===== config.mk =====
export PLATFORM = sky130hd
export DESIGN_NAME = seq_detector_param
export DESIGN_NICKNAME = d
export VERILOG_FILES = /design/src/rtl/seq_det_pkg.sv /design/src/rtl/seq_match_cmp.sv /design/src/rtl/seq_detector_param.sv
export SDC_FILE = /design/constraint.sdc
export NUM_CORES = 1
export LEC_CHECK = 0
export ABC_CLOCK_PERIOD_IN_PS = 2650
export CORE_AREA = 2 2 54 56
export DETAILED_ROUTE_END_ITERATION = 10
export DIE_AREA = 0 0 56 58
export PLACE_DENSITY = 0.76
export REMOVE_ABC_BUFFERS = 1
export SYNTH_ARGS = -nofsm -noshare
export SYNTH_HDL_FRONTEND = slang
export SYNTH_HIERARCHICAL = 1
export SYNTH_SLANG_ARGS = --single-unit

===== constraint.sdc =====
create_clock -name clk -period 2.65 [get_ports clk]
set_input_delay 0.53 -clock clk [delete_from_list [all_inputs] [get_ports clk]]
set_output_delay 0.53 -clock clk [all_outputs]
set_load 0.02 [all_outputs]

===== src/rtl/seq_det_pkg.sv =====
// rtl/seq_det_pkg.sv - shared helpers and mode constants for seq_detector_param
package seq_det_pkg;

   localparam logic SEQ_OVL  = 1'b1;
   localparam logic SEQ_NOVL = 1'b0;

   function automatic int len_w(input int max_len);
      return $clog2(max_len + 1);
   endfunction

endpackage


===== src/rtl/seq_match_cmp.sv =====
// rtl/seq_match_cmp.sv - length-masked compare of {hist, in} against the loaded pattern
module seq_match_cmp
   import seq_det_pkg::*;
#(
   parameter int MAX_LEN = 8,
   parameter int LEN_W   = len_w(MAX_LEN)
) (
   input  logic [MAX_LEN-2:0] hist,
   input  logic               in_bit,
   input  logic [MAX_LEN-1:0] pat,
   input  logic [LEN_W-1:0]   len,
   output logic               match
);

   logic [MAX_LEN-1:0] window;

   // window[0] is the incoming bit; only the low len positions take part
   always_comb begin
      window = {hist, in_bit};
      match  = 1'b1;
      for (int i = 0; i < MAX_LEN; i++) begin
         if ((LEN_W'(i) < len) && (window[i] != pat[i])) begin
            match = 1'b0;
         end
      end
   end

endmodule


===== src/rtl/seq_detector_param.sv =====
// rtl/seq_detector_param.sv - runtime-programmable serial pattern detector (Mealy + Moore)
// Optional saturating match counter enabled by SEQ_DET_CNT_EN.
module seq_detector_param
   import seq_det_pkg::*;
#(
   parameter int MAX_LEN = 8,
   parameter int CNT_W   = 8,
   parameter int LEN_W   = len_w(MAX_LEN)
) (
   input  logic               clk,
   input  logic               rst,
   input  logic               cfg_load,
   input  logic [MAX_LEN-1:0] pat,
   input  logic [LEN_W-1:0]   pat_len,
   input  logic               overlap,
   input  logic               in_valid,
   input  logic               in,
   output logic               out_me,
   output logic               out_mo,
   output logic [LEN_W-1:0]   fill
`ifdef SEQ_DET_CNT_EN
   ,
   output logic [CNT_W-1:0]   match_cnt
`endif
);

   // The oldest history bit can never reach the compare window, so it is not stored.
   localparam int HW = MAX_LEN - 1;
   localparam logic [LEN_W-1:0] LEN_MAX = LEN_W'(MAX_LEN);

   if ((MAX_LEN < 2) || (CNT_W < 1)) begin : g_bad_param
      $error("seq_detector_param: MAX_LEN must be >= 2 and CNT_W >= 1");
   end

   logic [MAX_LEN-1:0] pat_q, pat_d;
   logic [LEN_W-1:0]   len_q, len_d;
   logic               ovl_q, ovl_d;
   logic [HW-1:0]      hist_q, hist_d;
   logic [LEN_W-1:0]   fill_q, fill_d;
   logic               mo_q, mo_d;
   logic               raw_match;
   logic               fill_ok;

   seq_match_cmp #(
      .MAX_LEN (MAX_LEN),
      .LEN_W   (LEN_W)
   ) u_cmp (
      .hist   (hist_q),
      .in_bit (in),
      .pat    (pat_q),
      .len    (len_q),
      .match  (raw_match)
   );

   assign fill_ok = ({1'b0, fill_q} + (LEN_W+1)'(1)) >= {1'b0, len_q};
   assign out_me  = in_valid && (len_q != '0) && fill_ok && raw_match;
   assign out_mo  = mo_q;
   assign fill    = fill_q;

   always_comb begin
      pat_d  = pat_q;
      len_d  = len_q;
      ovl_d  = ovl_q;
      hist_d = hist_q;
      fill_d = fill_q;
      mo_d   = out_me;
      if (cfg_load) begin
         pat_d  = pat;
         len_d  = (pat_len > LEN_MAX) ? LEN_MAX : pat_len;
         ovl_d  = overlap;
         hist_d = '0;
         fill_d = '0;
         mo_d   = 1'b0;
      end else if (in_valid) begin
         hist_d = HW'({hist_q, in});
         if (out_me && (ovl_q == SEQ_NOVL)) begin
            fill_d = '0;
         end else if (fill_q != LEN_MAX) begin
            fill_d = fill_q + LEN_W'(1);
         end
      end
   end

   always_ff @(posedge clk) begin
      if (!rst) begin
         pat_q  <= '0;
         len_q  <= '0;
         ovl_q  <= SEQ_OVL;
         hist_q <= '0;
         fill_q <= '0;
         mo_q   <= 1'b0;
      end else begin
         pat_q  <= pat_d;
         len_q  <= len_d;
         ovl_q  <= ovl_d;
         hist_q <= hist_d;
         fill_q <= fill_d;
         mo_q   <= mo_d;
      end
   end

`ifdef SEQ_DET_CNT_EN
   logic [CNT_W-1:0] cnt_q, cnt_d;

   always_comb begin
      cnt_d = cnt_q;
      if (cfg_load) begin
         cnt_d = '0;
      end else if (out_me && (cnt_q != '1)) begin
         cnt_d = cnt_q + CNT_W'(1);
      end
   end

   always_ff @(posedge clk) begin
      if (!rst) begin
         cnt_q <= '0;
      end else begin
         cnt_q <= cnt_d;
      end
   end

   assign match_cnt = cnt_q;
`endif

endmodule


Word-level counts from Yosys, hierarchy flattened. Index checks and enable logic that the tools add are counted. W data, S select, Z words.

Add/subtract/negate cells: 2. $lt $le $gt $ge: 10. Equality and inequality tests: 9. Multiplexer cells: 11. Bitwise gates (word level): 2. Reductions and logical operators: 16.

Operators by type and width (number): $lt A3 B4 Y1 const A (4); $logic_and A1 B1 Y1 (12); $mux W4 (3); $lt A1 B4 Y1 const A (2); $lt A2 B4 Y1 const A (2); $mux W1 (8); $ne A1 B1 Y1 (8); $add A4 B1 Y5 const B (1); $ge A5 B4 Y1 (1); $add A4 B1 Y4 const B (1); $gt A4 B4 Y1 const B (1); $ne A4 B4 Y1 const B (1); $reduce_bool A4 Y1 (1); $not A1 Y1 (2); $reduce_and A2 Y1 (1); $reduce_bool A2 Y1 (1); $reduce_or A2 Y1 (1).

Register bits: 25. Input port bits: 18. Output and inout bits: 6. Word-level logic and storage cells: 56.

Logic depth before layout (Yosys ltp). Gate-level depths: netlist (run 1).

Depth in word-level cells: 14. Mapped depth: 8. Mapped depth without buffers: 8.

Hierarchy. Netlist (run 1), hierarchy kept.

By module, submodules not included: seq_detector_param (instances 1, cells each 117, area an instance 1164.9 um2, sequential area each 500.5 um2); seq_match_cmp (instances 1, cells each 18, area an instance 147.6 um2, sequential area each 0.0 um2).

Worst setup path after synthesis (run 1). OpenSTA, ideal clock, no wires.

Path kind: in2out. Start: input in. End: output out_me. Arrival: 2.024 ns. Data required time: 2.120 ns. Slack: 0.096 ns. Stages: 7. Path buffers: 0. Path through: xor2_1 -> nand2b_1 -> a222oi_1 -> o221a_1 -> nand2_1 -> or2_2 -> nor2_1.

Word-level cells in the longest chain between the ends: 11.

Ends and longest elaborated chain: start, declared (line seq_detector_param.sv:17) `input logic in,`; $ne A1 B1 Y1 (line seq_match_cmp.sv:22) `if ((LEN_W'(i) < len) && (window[i] != pat[i])) begin`; $logic_and A1 B1 Y1 (line seq_match_cmp.sv:22); $mux W1 (8 in a row) (line seq_match_cmp.sv:22); named net raw_match (line seq_detector_param.sv:41) `logic raw_match;`; $logic_and A1 B1 Y1 (line seq_detector_param.sv:56) `assign out_me = in_valid && (len_q != '0) && fill_ok && raw_match;`; end, declared (line seq_detector_param.sv:18) `output logic out_me,`.

The timed path passes the listed nets, and every way through them passes these cells.

Worst setup path in the final report (run 1). Same ends and word-level chain as after synthesis.

==> flow_summary_export.csv, run 1 <==
group,metric,value,unit
yosys,synth_flop_cell,"dfxtp_1",
layout,final_cells,203,
yosys,synth_cells,135,
worst_setup_path,r2r_start,"pat_q[4]",
worst_hold_path,hold-path-endpoint,"hist_q[6]",
yosys,synth_area_leaders,"dfxtp_1, mux2i_1, ha_1",
drt,drc,0,
worst_setup_path,crit_required,2.12,ns
timing,drv_slew,0,
global_routing,grt_usage,17.5,%
worst_hold_path,hp-class,"register to register",
drt,post_drt_via_cell_ratio,5.24,
cts,cts_root_buffer,"clkbuf_4",
timing,slew_headroom,61.9,%
yosys,yosysTopAreaCellShare,38.1,%
placement,post-place-ws,-0.841,ns
floorplan,io_pins,24,
worst_setup_path,critPathCaptureType,"primary output",
layout,synthToLayoutAreaGrowth,30.8,%
yosys,yosys_register_bits,25,
timing,fmax,0.378,GHz
drt,avgRoutedWirePerCell,12.5,um
timing,worst_slack,0.00729,ns
layout,layout-drive-gt1-share,19.2,%
floorplan,start_util,49.3,%
global_routing,gr-total-overflow,0,
worst_setup_path,start_kind,"input pin",
layout,fin_nets,197,
global_routing,antenna_found_initial,0,
cts,cts_buffer_depth,2,
drt,drtIter0Drc,8,
worst_setup_path,path_class,"input pin to primary output",
cts,path_clk_slew,0.15,ns
global_routing,grt_pass1_vias,1107,
floorplan,coreArea,0.00266,mm2
timing,period_share,99.7,%
worst_setup_path,r2r_slack,0.33,ns
drt,num_vias,1064,
floorplan,die_w,56,um
power,peakVddDrop,478,uV
worst_setup_path,cp_max_fo,2,
cts,cts_sinks,25,
cts,cts.hold.buffers_added,0,
placement,hpwl,2010,um
layout,antenna_cells,0,
drt,first_pass_iters,4,
yosys,synthDistinctLibCells,31,
drt,ant_nets,0,
cts,clock_latency,0.33,ns
yosys,synthArstFlopShare,0,%
yosys,synth_edf_count,0,
cts,htreeDepth,1,
timing,skew,0.00706,ns
placement,gp_congestion,0.743,
worst_setup_path,critPathSlowestCell,"a222oi_1",
timing,period_minus_slack,2.64,ns
worst_setup_path,r2r_end,"fill[1]",
floorplan,dieArea,0.00325,mm2
run_status,status,"finished clean",
global_routing,grt_max_degree,17,
placement,placed_cells,198,
cts,cts_tree,"yes",
worst_hold_path,min_path_cells,2,
worst_setup_path,cp_cell_sequence,"clkdlybuf4s15_2, xor2_1, nand2b_4, a222oi_1, o221a_1, nand2_1, or2_4, nor2_1, buf_4",
power,power.density,423,mW/mm2
worst_setup_path,rr_worst_depth,10,
worst_setup_path,worstPathArrival,2.11,ns
timing,grt_setup_unrepaired,"true",
layout,design_area,0.00172,mm2
global_routing,grt_pass1_wl,4550,um
yosys,syn_avg_cell_area,9.72,um2
yosys,synth_commonest_cells,"dfxtp_1, mux2i_1, nor2_1, nor2b_1",
drt,wl,2530,um
placement,portBuffers,23,
floorplan,core.rowCount,19,
yosys,yosys_warnings,6,
yosys,synth.most_common_cell,"dfxtp_1",
worst_hold_path,hp-start,"hist_q[6]",
cts,cts_made_buffers,3,
run,max-cap-violations,0,
timing,worst_pin_slew,0.572,ns
yosys,yosysTopAreaCell,"dfxtp_1",
power,p_leak,0.763,nW
timing,hold_violations,0,
yosys,synth-seq-area-share,38.1,%
placement,postPlaceCellArea,0.00166,mm2
timing,setup_violations,0,
yosys,syn_area,0.00131,mm2
worst_setup_path,critical-path-max-stage-delay,0.30,ns
layout,post-route-util,64.5,%
floorplan,die_h,58,um
## how the worst max path moves through the flow
stage / start / to / slack (ns) / cells after the start
floorplan: in / out_me / 0.1 / 7
global placement: in / out_me / -0.80 / 9
detailed placement: in / out_me / -0.84 / 9
CTS: pat_q[4] / out_me / -0.007 / 8
global route: pat_q[6] / out_me / -0.13 / 8
finish: in / out_me / 0.007 / 9
## cell usage in the layout (no fill, tap or decap), types with 2 or more instances in the layout
cell,n
mux2i_1,18
dfxtp_2,2
xor2_1,8
o22ai_1,3
dfxtp_1,23
inv_1,6
o21ai_0,2
clkdlybuf4s50_1,21
a21o_1,3
clkbuf_4,3
buf_4,17
nor2b_1,10
nand2_1,8
nor2_1,10
ha_1,6
nand2b_1,2
xnor2_1,3
nor3_2,4
and2_1,3
a21oi_1,3
nor4b_1,2
## final cells by class
| class | count | area, um2 |
|---|---|---|
| clock inverters | 1 | 8.76 |
| fillers | 230 | 946 |
| clock buffers | 3 | 22.5 |
| multi-input cells | 98 | 772 |
| inverters | 6 | 22.5 |
| flip-flops and latches | 25 | 503 |
| repair buffers | 39 | 349 |
| well taps | 31 | 38.8 |
## metrics by stage
step	TNS, ns	hold slack, ns	power, mW
after global placement	-1.22	0.503	0.537
after global routing	-0.135	0.554	0.767
after detailed placement	-1.60	0.512	0.543
final	0	0.539	0.727
after floorplan	0	0.465	0.476
after CTS	-0.00688	0.542	0.734
## kinds of logic (layout without fill, tap and decap cells)
group | count (synthesis) | count (layout) | share of synthesized area (%)
simple gates | 46 | 46 | 21.1
flops | 25 | 25 | 38.1
mux | 18 | 18 | 13.7
buf+inv | 12 | 49 | 4.38
fa+ha+maj | 6 | 6 | 5.72
compound gates | 16 | 16 | 8.96
xor+xnor | 12 | 12 | 8.01
## routing by layer
layer | up-vias | global-route usage [%] | share of wire [%]
met5 | - | 0 | 0
met4 | 0 | 2.72 | 0.59
met3 | 2 | 5.13 | 4.9
met2 | 24 | 35.0 | 54
met1 | 500 | 18.4 | 40
li1 | 538 | - | -
## sequential cells by signal (all words and copies together), names as in the netlist
name / count
pat_q: 8
hist_q: 7
fill: 4
len_q: 4
out_mo: 1
ovl_q: 1
## where the power goes
group	switching, mW	total [mW]	internal [mW]	leakage [nW]
registers	0.0120	0.401	0.389	0.205
logic	0.0597	0.141	0.0813	0.540
clock network	0.123	0.185	0.0615	0.0183
total	0.195	0.727	0.532	0.763
## repair_timing
item / in CTS / in global routing
buffers inserted: 1 / 0
gates cloned: 0 / 0
gates resized for setup: 12 / 1
endpoints found under the setup margin: 1 / 1
pin swaps: 8 / 0
## critical path: cells and delay by family
kind            cells  cell delay [ns]
simple gates        4             0.54
compound gates      2             0.54
buf+inv             2             0.34
xor+xnor            1             0.17
Note: power is estimated with default switching activity, not from simulation.
==> run 2, diff against run 1 <==
--- a/config.mk
+++ b/config.mk
@@ -9,7 +9,7 @@
 export CORE_AREA = 2 2 54 56
 export DETAILED_ROUTE_END_ITERATION = 10
 export DIE_AREA = 0 0 56 58
-export PLACE_DENSITY = 0.76
+export PLACE_DENSITY_LB_ADDON = 0.15
 export REMOVE_ABC_BUFFERS = 1
 export SYNTH_ARGS = -nofsm -noshare
 export SYNTH_HDL_FRONTEND = slang
==> flow_summary_export.csv, run 2 (synthesized netlist as in run 1, its figures left out) <==
group,metric,value,unit
timing,period_minus_slack,2.59,ns
cts,path_clk_slew,0.14,ns
global_routing,grt_pass1_vias,1088,
global_routing,antenna_found_initial,0,
cts,cts_tree,"yes",
layout,post-route-util,65.7,%
timing,period_share,97.9,%
cts,cts_root_buffer,"clkbuf_4",
power,p_total,0.721,mW
power,peakVddDrop,376,uV
run,max-cap-violations,0,
worst_setup_path,path_class,"register to primary output",
worst_setup_path,cp_cell_sequence,"xor2_1, a21o_1, a2111oi_4, o221a_1, nand2_1, or2_4, nor2_4, buf_6",
global_routing,grt_usage,16.8,%
floorplan,dieArea,0.00325,mm2
timing,setup_violations,0,
placement,placed_cells,200,
drt,num_vias,1050,
cts,cts_sinks,25,
layout,antenna_cells,0,
cts,clock_latency,0.32,ns
layout,top_regs,"pat_q: 8 flops, hist_q: 7 flops",
drt,drtIter0Drc,19,
worst_setup_path,critPathCaptureType,"primary output",
worst_setup_path,crit_required,2.12,ns
worst_setup_path,critical-path-max-stage-delay,0.35,ns
layout,largest_reg_flops,8,
placement,postPlaceCellArea,0.00167,mm2
drt,first_pass_iters,4,
worst_setup_path,critPathSlowestCell,"dfxtp_2",
floorplan,die_h,58,um
worst_setup_path,rr_worst_depth,11,
cts,cts_buffer_depth,2,
power,combPwrFrac,21.5,%
layout,design_area,0.00175,mm2
drt,drc,0,
timing,slew_headroom,61.5,%
power,power.density,412,mW/mm2
timing,drv_slew,0,
layout,layout_commonest_cell,"dfxtp_1",
timing,skew,0.0121,ns
layout,fin_nets,200,
timing,fmax,0.386,GHz
drt,route.met2.wl,1350,um
drt,avgRoutedWirePerCell,12.5,um
worst_setup_path,setup.worst_path.end,"out_me",
power,seq_power_share,55.4,%
worst_setup_path,r2r_start,"pat_q[4]",
run_status,status,"finished clean",
drt,met1_length,1090,um
global_routing,gr-total-overflow,0,
timing,hold_violations,0,
worst_setup_path,worstPathArrival,2.06,ns
power,switchingPower,0.188,mW
power,clkPwrFrac,23.1,%
floorplan,die_w,56,um
worst_setup_path,cp-startpoint,"pat_q[4]",
timing,worst_pin_slew,0.577,ns
drt,ant_nets,0,
drt,wl_met3,101,um
worst_hold_path,hp-class,"input pin to register",
floorplan,start_util,49.3,%
layout,top_register,"pat_q",
timing,grt_setup_unrepaired,"true",
global_routing,grt_pass1_wl,4340,um
cts,htreeDepth,1,
worst_setup_path,r2r_slack,0.25,ns
placement,post-place-ws,-0.849,ns
cts,cts_made_buffers,3,
floorplan,coreArea,0.00266,mm2
timing,worst_slack,0.0562,ns
timing,hold_slack,0.507,ns
placement,gp_congestion,0.818,
layout,layout_common_cells,"dfxtp_1, clkdlybuf4s50_1, buf_4",
floorplan,core.rowCount,19,
layout,final_cells,206,
power,p_int,0.533,mW
placement,portBuffers,23,
timing,tns,0,ns
drt,topRoutingLayerUsed,"met4",
worst_setup_path,r2r_end,"fill[2]",
worst_setup_path,start_kind,"register",
layout,synthToLayoutAreaGrowth,33.3,%
drt,wl,2570,um
layout,layout-drive-gt1-share,21.1,%
worst_setup_path,cp_max_fo,2,
floorplan,io_pins,24,
placement,hpwl,2020,um
drt,post_drt_via_cell_ratio,5.10,
power,p_sw_share,26.0,%
power,p_leak,0.777,nW
global_routing,grt_max_degree,17,
run 2: worst min path at each step:
stage          startpoint        end  slack [ns]  cells past startpoint
2_1_floorplan       ovl_q      ovl_q        0.46                      2
3_3_place_gp        ovl_q      ovl_q        0.50                      2
3_5_place_dp        ovl_q      ovl_q        0.51                      2
4_1_cts                in  hist_q[0]        0.51                      3
5_1_grt                in  hist_q[0]        0.51                      3
6_report               in  hist_q[0]        0.51                      3
run 2: power by group through the flow:
| stage | registers (mW) | clock network, mW | logic [mW] |
|---|---|---|---|
| CTS | 0.399 | 0.170 | 0.144 |
| finish | 0.399 | 0.167 | 0.155 |
| floorplan | 0.409 | 0 | 0.0666 |
| detailed placement | 0.407 | 0 | 0.139 |
| global placement | 0.407 | 0 | 0.134 |
| global route | 0.401 | 0.185 | 0.169 |
run 2: critical path, delay by kind of cell (launching register included):
| family | cells | cell delay [ns] |
|---|---|---|
| and+or+nand+nor | 3 | 0.39 |
| xor gates and xnor gates | 1 | 0.17 |
| buffers and inverters | 1 | 0.11 |
| AOI/OAI and AO/OA | 3 | 0.72 |
| DFF | 1 | 0.35 |
run 2: area by class of cell:
type | count | area (um2)
inverters | 6 | 22.5
clock buffers | 3 | 22.5
repair buffers | 42 | 369
multi-input cells | 98 | 788
clock inverters | 1 | 5.00
flip-flops and latches | 25 | 503
well taps | 31 | 38.8
fillers | 239 | 913
run 2: what timing repair did:
| item | 4_1_cts | 5_1_grt |
|---|---|---|
| endpoints found under the setup margin | 1 | 1 |
| gates resized for setup | 12 | 7 |
| pin swaps | 7 | 2 |
| hold buffers | 0 | 0 |
| buffers inserted | 1 | 1 |
run 2: routing by layer:
layer / vias up / track usage, %
li1: 544 / -
met1: 477 / 17.3
met2: 25 / 34.3
met3: 4 / 2.23
met4: 0 / 5.78
met5: - / 0
==> run 3, diff against run 2 <==
--- a/config.mk
+++ b/config.mk
@@ -10,7 +10,6 @@
 export DETAILED_ROUTE_END_ITERATION = 10
 export DIE_AREA = 0 0 56 58
 export PLACE_DENSITY_LB_ADDON = 0.15
-export REMOVE_ABC_BUFFERS = 1
 export SYNTH_ARGS = -nofsm -noshare
 export SYNTH_HDL_FRONTEND = slang
 export SYNTH_HIERARCHICAL = 1
==> flow_summary_export.csv, run 3 (synthesized netlist as in run 1, its figures left out) <==
group,metric,value,unit
drt,post_drt_via_cell_ratio,5.20,
placement,hpwl,2020,um
global_routing,grt_pass1_wl,4660,um
placement,postPlaceCellArea,0.00167,mm2
power,p_total,0.740,mW
placement,placed_cells,199,
drt,drtIter0Drc,29,
floorplan,die_h,58,um
layout,top_regs,"pat_q: 8 flops, hist_q: 7 flops",
global_routing,grt_max_degree,17,
cts,clock_latency,0.32,ns
layout,layout_common_cells,"dfxtp_1, clkdlybuf4s50_1, buf_4",
drt,first_pass_iters,5,
floorplan,start_util,49.3,%
global_routing,top_usage_layer,"met2",
worst_setup_path,path_class,"register to primary output",
timing,period_minus_slack,2.65,ns
layout,final_cells,207,
run_status,violations,"negative setup slack",
timing,fmax,0.377,GHz
layout,fin_nets,201,
cts,cts_tree,"yes",
timing,hold_violations,0,
cts,path_clk_slew,0.14,ns
timing,setup_violations,1,
floorplan,io_pins,24,
cts,cts_buffer_depth,2,
drt,num_vias,1076,
placement,gp_congestion,0.746,
global_routing,grt_usage,18.4,%
worst_hold_path,hp-class,"input pin to register",
floorplan,core.rowCount,19,
drt,wl,2740,um
timing,tns,-0.00438,ns
worst_setup_path,critPathCaptureType,"primary output",
timing,period_share,100,%
cts,htreeDepth,1,
global_routing,grtUsageMet2,33.3,%
timing,worst_pin_slew,0.566,ns
power,peakVddDrop,324,uV
power,p_leak,0.794,nW
layout,largest_reg_flops,8,
run,max-cap-violations,0,
timing,drv_slew,0,
layout,antenna_cells,0,
layout,top_register,"pat_q",
timing,worst_slack,-0.00438,ns
yosys,synth_nets,159,
floorplan,coreArea,0.00266,mm2
timing,grt_setup_unrepaired,"true",
layout,design_area,0.00180,mm2
worst_setup_path,cp_max_fo,2,
power,power.density,412,mW/mm2
global_routing,grtUsageMet1,22.1,%
cts,cts_made_buffers,3,
floorplan,dieArea,0.00325,mm2
timing,skew,0.00700,ns
global_routing,gr-total-overflow,0,
floorplan,die_w,56,um
placement,portBuffers,23,
run_status,status,"finished, violations left",
cts,cts_root_buffer,"clkbuf_4",
layout,layout-drive-gt1-share,25.6,%
global_routing,antenna_found_initial,0,
layout,synthToLayoutAreaGrowth,37.0,%
worst_setup_path,worstPathArrival,2.12,ns
worst_setup_path,crit_required,2.12,ns
cts,cts_sinks,25,
drt,ant_nets,0,
drt,drc,0,
global_routing,grt_pass1_vias,1080,
worst_setup_path,start_kind,"register",
drt,avgRoutedWirePerCell,13.2,um
global_routing,use_met3,2.68,%
timing,slew_headroom,62.3,%
==> run 3: final timing paths <==
kind | start | cells after the start | slack (ns) | to
worst min-delay path | in | 3 | 0.49 | hist_q[0]
worst max register to register | pat_q[0] | 12 | 0.12 | fill[0]
worst min register to register | hist_q[6] | 2 | 0.55 | hist_q[6]
worst max-delay path | pat_q[0] | 8 | -0.004 | out_me
==> run 3: stage by stage <==
| stage | hold WS (ns) | util, % | setup WS [ns] |
|---|---|---|---|
| finish | 0.490 | 67.5 | -0.00438 |
| global route | 0.485 | 67.5 | -0.0941 |
| CTS | 0.483 | 65.3 | 0.00911 |
| detailed placement | 0.523 | 62.6 | -0.849 |
| global placement | 0.499 | 62.6 | -0.811 |
| floorplan | 0.466 | - | 0.0963 |
==> run 3: timing repair <==
| item | CTS | global route |
|---|---|---|
| pin swaps | 6 | 5 |
| setup endpoints to repair | 1 | 5 |
| hold buffers | 0 | 0 |
| buffers inserted | 4 | 1 |
| resized for setup | 15 | 12 |
| gates cloned | 0 | 0 |
==> run 3: report_power, final <==
part	total (mW)	internal (mW)	switching (mW)
clock network	0.173	0.0566	0.116
logic	0.165	0.0941	0.0707
registers	0.403	0.389	0.0135
==> run 3: layer usage <==
metal  part of all wire (%)  wire length [um]
met1                     42              1150
met2                     53              1440
met3                    3.3                90
met4                    2.0                54
met5                      0                 0
==> run 3: final cells by class <==
| cell class | instances | area, um2 |
|---|---|---|
| clock buffers | 3 | 22.5 |
| clock inverters | 1 | 5.00 |
| well taps | 31 | 38.8 |
| flip-flops and latches | 25 | 505 |
| fillers | 208 | 865 |
| inverters | 6 | 22.5 |
| repair buffers | 43 | 377 |
| multi-input cells | 98 | 827 |
==> run 3: worst max-delay path, stage by stage, from the launching register on <==
cell and delay (ns):
dfxtp_2 0.37, xor2_2 0.17, nand2b_4 0.14, a222oi_1 0.37, o221a_1 0.25, nand2_2 0.06
or2_4 0.24, nor2_4 0.08, buf_6 0.12
